==> config.mk <==
export PLATFORM = sky130hd
export DESIGN_NAME = vector_alu_pipe
export DESIGN_NICKNAME = d
export VERILOG_FILES = /design/src/rtl/vector_alu_pkg.sv /design/src/rtl/vector_alu_lane.sv /design/src/rtl/vector_alu_pipe.sv
export SDC_FILE = /design/constraint.sdc
export NUM_CORES = 1
export LEC_CHECK = 0
export ABC_AREA = 0
export BUFFER_PORTS_ARGS = -buffer_cell sky130_fd_sc_hd__buf_2
export CORE_MARGIN = 1
export CORE_UTILIZATION = 59
export CTS_CLUSTER_DIAMETER = 60
export DETAILED_ROUTE_END_ITERATION = 10
export GPL_TIMING_DRIVEN = 0
export PLACE_DENSITY = 0.86
export SLEW_MARGIN = 20
export SYNTH_ARGS = -nofsm -noshare
export SYNTH_HDL_FRONTEND = slang
export SYNTH_SLANG_ARGS = --single-unit
==> constraint.sdc <==
create_clock -name clk -period 11.1 [get_ports clk]
set_input_delay 1.665 -clock clk [delete_from_list [all_inputs] [get_ports clk]]
set_output_delay 1.665 -clock clk [all_outputs]
set_load 0.01 [all_outputs]
==> src/rtl/vector_alu_pkg.sv <==
`default_nettype none
// ============================================================================
// vector_alu_pkg - opcode encodings and legality check for the vector ALU
// Rev 1.0
// ============================================================================
package vector_alu_pkg;

  localparam int ALUOP_W = 4;

  localparam logic [ALUOP_W-1:0] OP_MOVS = 4'd1;
  localparam logic [ALUOP_W-1:0] OP_ADD  = 4'd2;
  localparam logic [ALUOP_W-1:0] OP_SUB  = 4'd3;
  localparam logic [ALUOP_W-1:0] OP_XOR  = 4'd4;
  localparam logic [ALUOP_W-1:0] OP_AND  = 4'd5;
  localparam logic [ALUOP_W-1:0] OP_OR   = 4'd6;
  localparam logic [ALUOP_W-1:0] OP_SHL  = 4'd7;
  localparam logic [ALUOP_W-1:0] OP_SHR  = 4'd8;
  localparam logic [ALUOP_W-1:0] OP_ROL  = 4'd9;
  localparam logic [ALUOP_W-1:0] OP_ROR  = 4'd10;

  function automatic logic isLegalOp(input logic [ALUOP_W-1:0] op);
    return (op >= OP_MOVS) && (op <= OP_ROR);
  endfunction

endpackage
`default_nettype wire

==> src/rtl/vector_alu_lane.sv <==
`default_nettype none
// ============================================================================
// vector_alu_lane - combinational single-lane ALU; ALU_SAT_EN adds ADD/SUB clamping
// Rev 1.0
// ============================================================================
module vector_alu_lane
  import vector_alu_pkg::*;
#(
  parameter int LANE_W = 8
) (
  input  logic [ALUOP_W-1:0] op,
  input  logic [LANE_W-1:0]  a,
  input  logic [LANE_W-1:0]  b,
  input  logic [LANE_W-1:0]  bcast,
  output logic [LANE_W-1:0]  res,
  output logic               carry,
  output logic               zero
);

  localparam int SHW = $clog2(LANE_W);
  localparam logic [LANE_W-1:0] c_lane_w = LANE_W'(LANE_W);

  logic [LANE_W:0]   w_sum;
  logic [LANE_W:0]   w_diff;
  logic [LANE_W-1:0] w_rot_amt;
  logic [LANE_W-1:0] w_rot_inv;
  logic              w_legal;

  // The extra top bit of the widened sum/difference is the carry/borrow.
  assign w_sum     = {1'b0, a} + {1'b0, b};
  assign w_diff    = {1'b0, a} - {1'b0, b};
  assign w_rot_amt = LANE_W'(b[SHW-1:0]);
  assign w_rot_inv = c_lane_w - w_rot_amt;

  always_comb begin
    res     = '0;
    carry   = 1'b0;
    w_legal = 1'b1;
    case (op)
      OP_MOVS: res = bcast;
      OP_ADD: begin
        carry = w_sum[LANE_W];
`ifdef ALU_SAT_EN
        res   = w_sum[LANE_W] ? '1 : w_sum[LANE_W-1:0];
`else
        res   = w_sum[LANE_W-1:0];
`endif
      end
      OP_SUB: begin
        carry = w_diff[LANE_W];
`ifdef ALU_SAT_EN
        res   = w_diff[LANE_W] ? '0 : w_diff[LANE_W-1:0];
`else
        res   = w_diff[LANE_W-1:0];
`endif
      end
      OP_XOR: res = a ^ b;
      OP_AND: res = a & b;
      OP_OR:  res = a | b;
      OP_SHL: res = (b >= c_lane_w) ? '0 : (a << b);
      OP_SHR: res = (b >= c_lane_w) ? '0 : (a >> b);
      // A shift by the full lane width yields 0, so rotate-by-0 returns a unchanged.
      OP_ROL: res = (a << w_rot_amt) | (a >> w_rot_inv);
      OP_ROR: res = (a >> w_rot_amt) | (a << w_rot_inv);
      default: w_legal = 1'b0;
    endcase
  end

  assign zero = w_legal && (res == '0);

endmodule
`default_nettype wire

==> src/rtl/vector_alu_pipe.sv <==
`default_nettype none
// ============================================================================
// vector_alu_pipe - 2-stage SIMD ALU with valid/ready handshake (ALU_SAT_EN: saturating ADD/SUB)
// Rev 1.0
// ============================================================================
module vector_alu_pipe
  import vector_alu_pkg::*;
#(
  parameter int LANES  = 4,
  parameter int LANE_W = 8,
  parameter int ALUOP  = 4
) (
  input  logic                    clk,
  input  logic                    rst_n,
  input  logic                    inValid,
  output logic                    inReady,
  input  logic [ALUOP-1:0]        aluOP,
  input  logic [LANES*LANE_W-1:0] vectorA,
  input  logic [LANES*LANE_W-1:0] vectorB,
  output logic                    outValid,
  input  logic                    outReady,
  output logic [LANES*LANE_W-1:0] aluResult,
  output logic [LANES-1:0]        carryOut,
  output logic [LANES-1:0]        zeroOut,
  output logic                    opErr
);

  logic                    r_s1_valid;
  logic [ALUOP-1:0]        r_s1_op;
  logic [LANES*LANE_W-1:0] r_s1_a;
  logic [LANES*LANE_W-1:0] r_s1_b;

  logic                    r_s2_valid;
  logic [LANES*LANE_W-1:0] r_s2_res;
  logic [LANES-1:0]        r_s2_carry;
  logic [LANES-1:0]        r_s2_zero;
  logic                    r_s2_err;

  logic                    w_s2_adv;
  logic [LANES*LANE_W-1:0] w_res;
  logic [LANES-1:0]        w_carry;
  logic [LANES-1:0]        w_zero;
  logic                    w_err;

  // Ready looks through both stages so a draining consumer sustains one op per cycle.
  assign w_s2_adv = !r_s2_valid || outReady;
  assign inReady  = !r_s1_valid || w_s2_adv;

  always_ff @(posedge clk or negedge rst_n) begin
    if (!rst_n) begin
      r_s1_valid <= 1'b0;
      r_s1_op    <= '0;
      r_s1_a     <= '0;
      r_s1_b     <= '0;
    end else if (inReady) begin
      r_s1_valid <= inValid;
      if (inValid) begin
        r_s1_op <= aluOP;
        r_s1_a  <= vectorA;
        r_s1_b  <= vectorB;
      end
    end
  end

  generate
    for (genvar i = 0; i < LANES; i++) begin : g_lane
      vector_alu_lane #(
        .LANE_W (LANE_W)
      ) u_lane (
        .op    (r_s1_op),
        .a     (r_s1_a[i*LANE_W +: LANE_W]),
        .b     (r_s1_b[i*LANE_W +: LANE_W]),
        .bcast (r_s1_b[LANE_W-1:0]),
        .res   (w_res[i*LANE_W +: LANE_W]),
        .carry (w_carry[i]),
        .zero  (w_zero[i])
      );
    end
  endgenerate

  assign w_err = !isLegalOp(r_s1_op);

  always_ff @(posedge clk or negedge rst_n) begin
    if (!rst_n) begin
      r_s2_valid <= 1'b0;
      r_s2_res   <= '0;
      r_s2_carry <= '0;
      r_s2_zero  <= '0;
      r_s2_err   <= 1'b0;
    end else if (w_s2_adv) begin
      r_s2_valid <= r_s1_valid;
      if (r_s1_valid) begin
        r_s2_res   <= w_res;
        r_s2_carry <= w_carry;
        r_s2_zero  <= w_zero;
        r_s2_err   <= w_err;
      end
    end
  end

  assign outValid  = r_s2_valid;
  assign aluResult = r_s2_res;
  assign carryOut  = r_s2_carry;
  assign zeroOut   = r_s2_zero;
  assign opErr     = r_s2_err;

endmodule
`default_nettype wire

==> flow_summary_export.csv <==
group,metric,value,unit
layout,final_util,67.0,%
cts,clk_pin_slew,0.07,ns
timing,setup_viol,0,
worst_setup_path,rr_endpoint,"zeroOut[3]",
cts,cts_setup_buffers,0,
worst_setup_path,cp.arrival,5.12,ns
run_status,status,"complete, no violations",
layout,final_cells,2034,
yosys,synth_cell_types,95,
placement,hpwlAfterDp,40800,µm
cts,cts_tree,"built",
timing,fin_crit,4.81,ns
routing,routedWlPerCell,26.7,µm
global_route,track_usage,46.1,%
yosys,synth_fp_nets,1811,
yosys,yosysSeqAreaShare,20.6,%
floorplan,num_io_pins,115,
yosys,syn_area_per_cell,8.32,µm²
routing,totalWireLength,54300,µm
routing,ant_nets,0,
worst_setup_path,cp_max_fo,10,
routing,viasPerCell,7.26,
floorplan,core_area,22100,µm²
yosys,synth.largest_area_cell,"dfrtp_1",
timing,holdWs,0.487,ns
layout,drive_gt1_share,18.1,%
timing,timing.final.hold_violations,0,
placement,gp_congestion,1.10,
placement,numPortBuffers,114,
cts,cts_hold_buffers,0,
layout,antenna_cells,0,
yosys,synth_ff_type,"dfrtp_1",
worst_setup_path,critical_path.cell_chain,"clkbuf_1 > buf_2 > inv_1 > ha_1 > clkbuf_1 > mux4_2 > and3_1 > a311oi_1 > o32ai_1 > nor4_1 > nand4_1 > nor4b_1 > a32o_1",
yosys,yosys-top-cells-area,"dfrtp_1 (21%), ha_1 (10%), mux2_2 (8.6%)",
global_route,grt_pass1_wl,82800,µm
cts,numCtsBuffers,9,
layout,fin_area,14800,µm²
worst_setup_path,regToRegSetupSlack,6.29,ns
floorplan,initial_utilization,61.1,%
yosys,syn_area,13500,µm²
worst_setup_path,path_class,"reg -> reg",
floorplan,rows,54,
timing,fin_crit_sh,43.3,%
pwr,power_per_cell_area,169,nW/µm²
worst_setup_path,cpPeakStageDelay,0.64,ns
yosys,ys_async_sr_fraction,100,%
cts,cts-root-buf,"clkbuf_16",
routing,drt_iter0_markers,2260,
layout,syn_to_final_growth,9.74,%
hold_path,holdPathEnd,"aluResult[19]",
timing,final_max_slew_viol_count,0,
floorplan,die_y,153,µm
hold_path,hold_class,"reg -> reg",
floorplan,dieArea,23500,µm²
timing,rsz0062_at_grt,"false",
global_route,grt_remaining_overflow,0,
pwr,p_leak,6.52,nW
placement,place_area,14500,µm²
placement,pre_cts_slack,6.40,ns
timing,fin_ws,6.29,ns
cts,cts_num_sinks,111,
timing,fin_skew,0.0209,ns
routing,first_pass_iters,10,
placement,placedCellCount,2019,
timing,worst_pin_slew,1.22,ns
flow_run,drv_cap,0,
worst_setup_path,cp_slowest_cell,"mux4_2",
worst_setup_path,cp-end-kind,"flip-flop",
global_route,antenna_found_initial,0,
yosys,synth-seq-cells,111,
timing,finalSetupTns,0,ns
floorplan,die_x,153,µm
cts,clk_path_buf_depth,2,
timing,maxSlewHeadroom,18.7,%
yosys,synth_edf_count,0,
yosys,synth_top_area_share,20.6,%
worst_setup_path,reg2reg_depth,13,
hold_path,hold_start,"aluResult[19]",
global_route,grt_max_degree,63,
global_route,grt_pass1_vias,13962,
routing,num_vias,14767,
timing,max_freq,208,MHz
cts,h-tree-depth,3,
pwr,ir_worst_vdd,0.0000886,V
yosys,yosys_warnings,0,
hold_path,whs_path_depth,2,
cts,cts_resized,0,
layout,nNetsFinal,1938,
pwr,report.power.total,2.51,mW
yosys,postSynthCellCount,1623,
cts,clk_latency,0.39,ns
worst_setup_path,start_kind,"flip-flop",
routing,drcViolationCount,0,
worst_setup_path,cp_common_cell,"clkbuf_1",
worst_setup_path,r2r_start,"r_s1_b[25]",
worst_setup_path,cp.required,11.41,ns
## report_power, final
part	internal, mW	switching (mW)	total (mW)
Clock	0.205	0.167	0.372
Combinational	0.585	0.958	1.54
Sequential	0.486	0.107	0.593
Total	1.28	1.23	2.51
## placed cells by master, fill, tap and decap left out, drive strengths merged, types with 8 or more instances in the layout
master and n:
buf 162, nand2 131, nor2 116, dfrtp 111
a21oi 109, o21ai 109, ha 108, mux2 106
clkbuf 95, inv 92, mux2i 70, nor3 43
o22ai 30, nand2b 26, o211ai 24, mux4 24
nand3 21, a22o 20, a221oi 19, a21o 17
nor2b 17, o21bai 16, a211oi 14, and3 14
o31ai 13, a31oi 11, o221ai 11, a22oi 11
or4 10, a2111oi 10, xor2 10, nand3b 9
a221o 9, xnor2 9, a32oi 8, nor3b 8
o32ai 8, fa 8
## metal layers
metal  global-route usage [%]  routed length (µm)  vias to the layer above
met3                     14.3                7980                      307
met1                     59.5               20000                     6925
met4                     27.6                3770                        0
met2                     67.4               22600                     1232
li1                         -                   -                     6303
met5                        0                   0                        -
## final cells by class
cell class                      instances  area, µm²
Buffer                                130        549
Clock buffer                           11        243
Clock inverter                          4       77.6
Fill cell                            1887       7280
Inverter                               95        357
Multi-Input combinational cell       1287       9840
Sequential cell                       111       2780
Tap cell                              280        350
Timing Repair Buffer                  116        612
## worst max-delay path by stage
stage	start	to	slack (ns)	cells after the start
after floorplan	r_s1_b[25]	zeroOut[3]	7.44	13
after global placement	r_s1_b[25]	zeroOut[3]	6.33	13
after detailed placement	r_s1_b[25]	zeroOut[3]	6.40	13
after CTS	r_s1_b[25]	zeroOut[3]	6.39	13
after global routing	r_s1_b[25]	zeroOut[3]	6.04	13
final	r_s1_b[25]	zeroOut[3]	6.29	13
## Yosys cell counts (9+ instances only)
cell type,instances
nand2_1,130
nor2_1,115
dfrtp_1,111
a21oi_1,109
ha_1,108
o21ai_0,108
mux2_2,103
inv_1,87
clkbuf_1,84
mux2i_1,70
nor3_1,42
o22ai_1,30
nand2b_1,26
buf_2,25
o211ai_1,24
mux4_2,23
nand3_1,21
a221oi_1,19
a22o_1,19
a21o_1,17
nor2b_1,17
o21bai_1,16
a211oi_1,14
and3_1,14
buf_1,14
o31ai_1,12
a22oi_1,11
a31oi_1,11
o221ai_1,11
a2111oi_0,10
or4_1,10
a221o_1,9
nand3b_1,9
xor2_1,9
## cells by family after synthesis
family / after synthesis / synth area share [%]
mux: 200 / 18.1
fa+ha+maj: 116 / 11.2
xor+xnor: 19 / 1.34
compound gates: 505 / 25.4
flops: 111 / 20.6
simple gates: 447 / 16.6
buf+inv: 225 / 6.71
## critical path: cells and delay by family (launching register included)
kind | cells | cell delay, ns
adder cells (fa/ha/maj) | 1 | 0.35
AND/OR/NAND/NOR | 4 | 1.16
multiplexers | 1 | 0.64
AO/OA/AOI/OAI | 3 | 0.64
flip-flops | 1 | 0.50
buffers and inverters | 4 | 1.46
## flip-flops by register name (all words and copies together) (netlist names)
name        cells
zeroOut         4
r_s1_valid      1
aluResult      32
outValid        1
r_s1_a         32
r_s1_b         32
carryOut        4
r_s1_op         4
opErr           1
No activity file was read; power rests on OpenSTA's default activity.
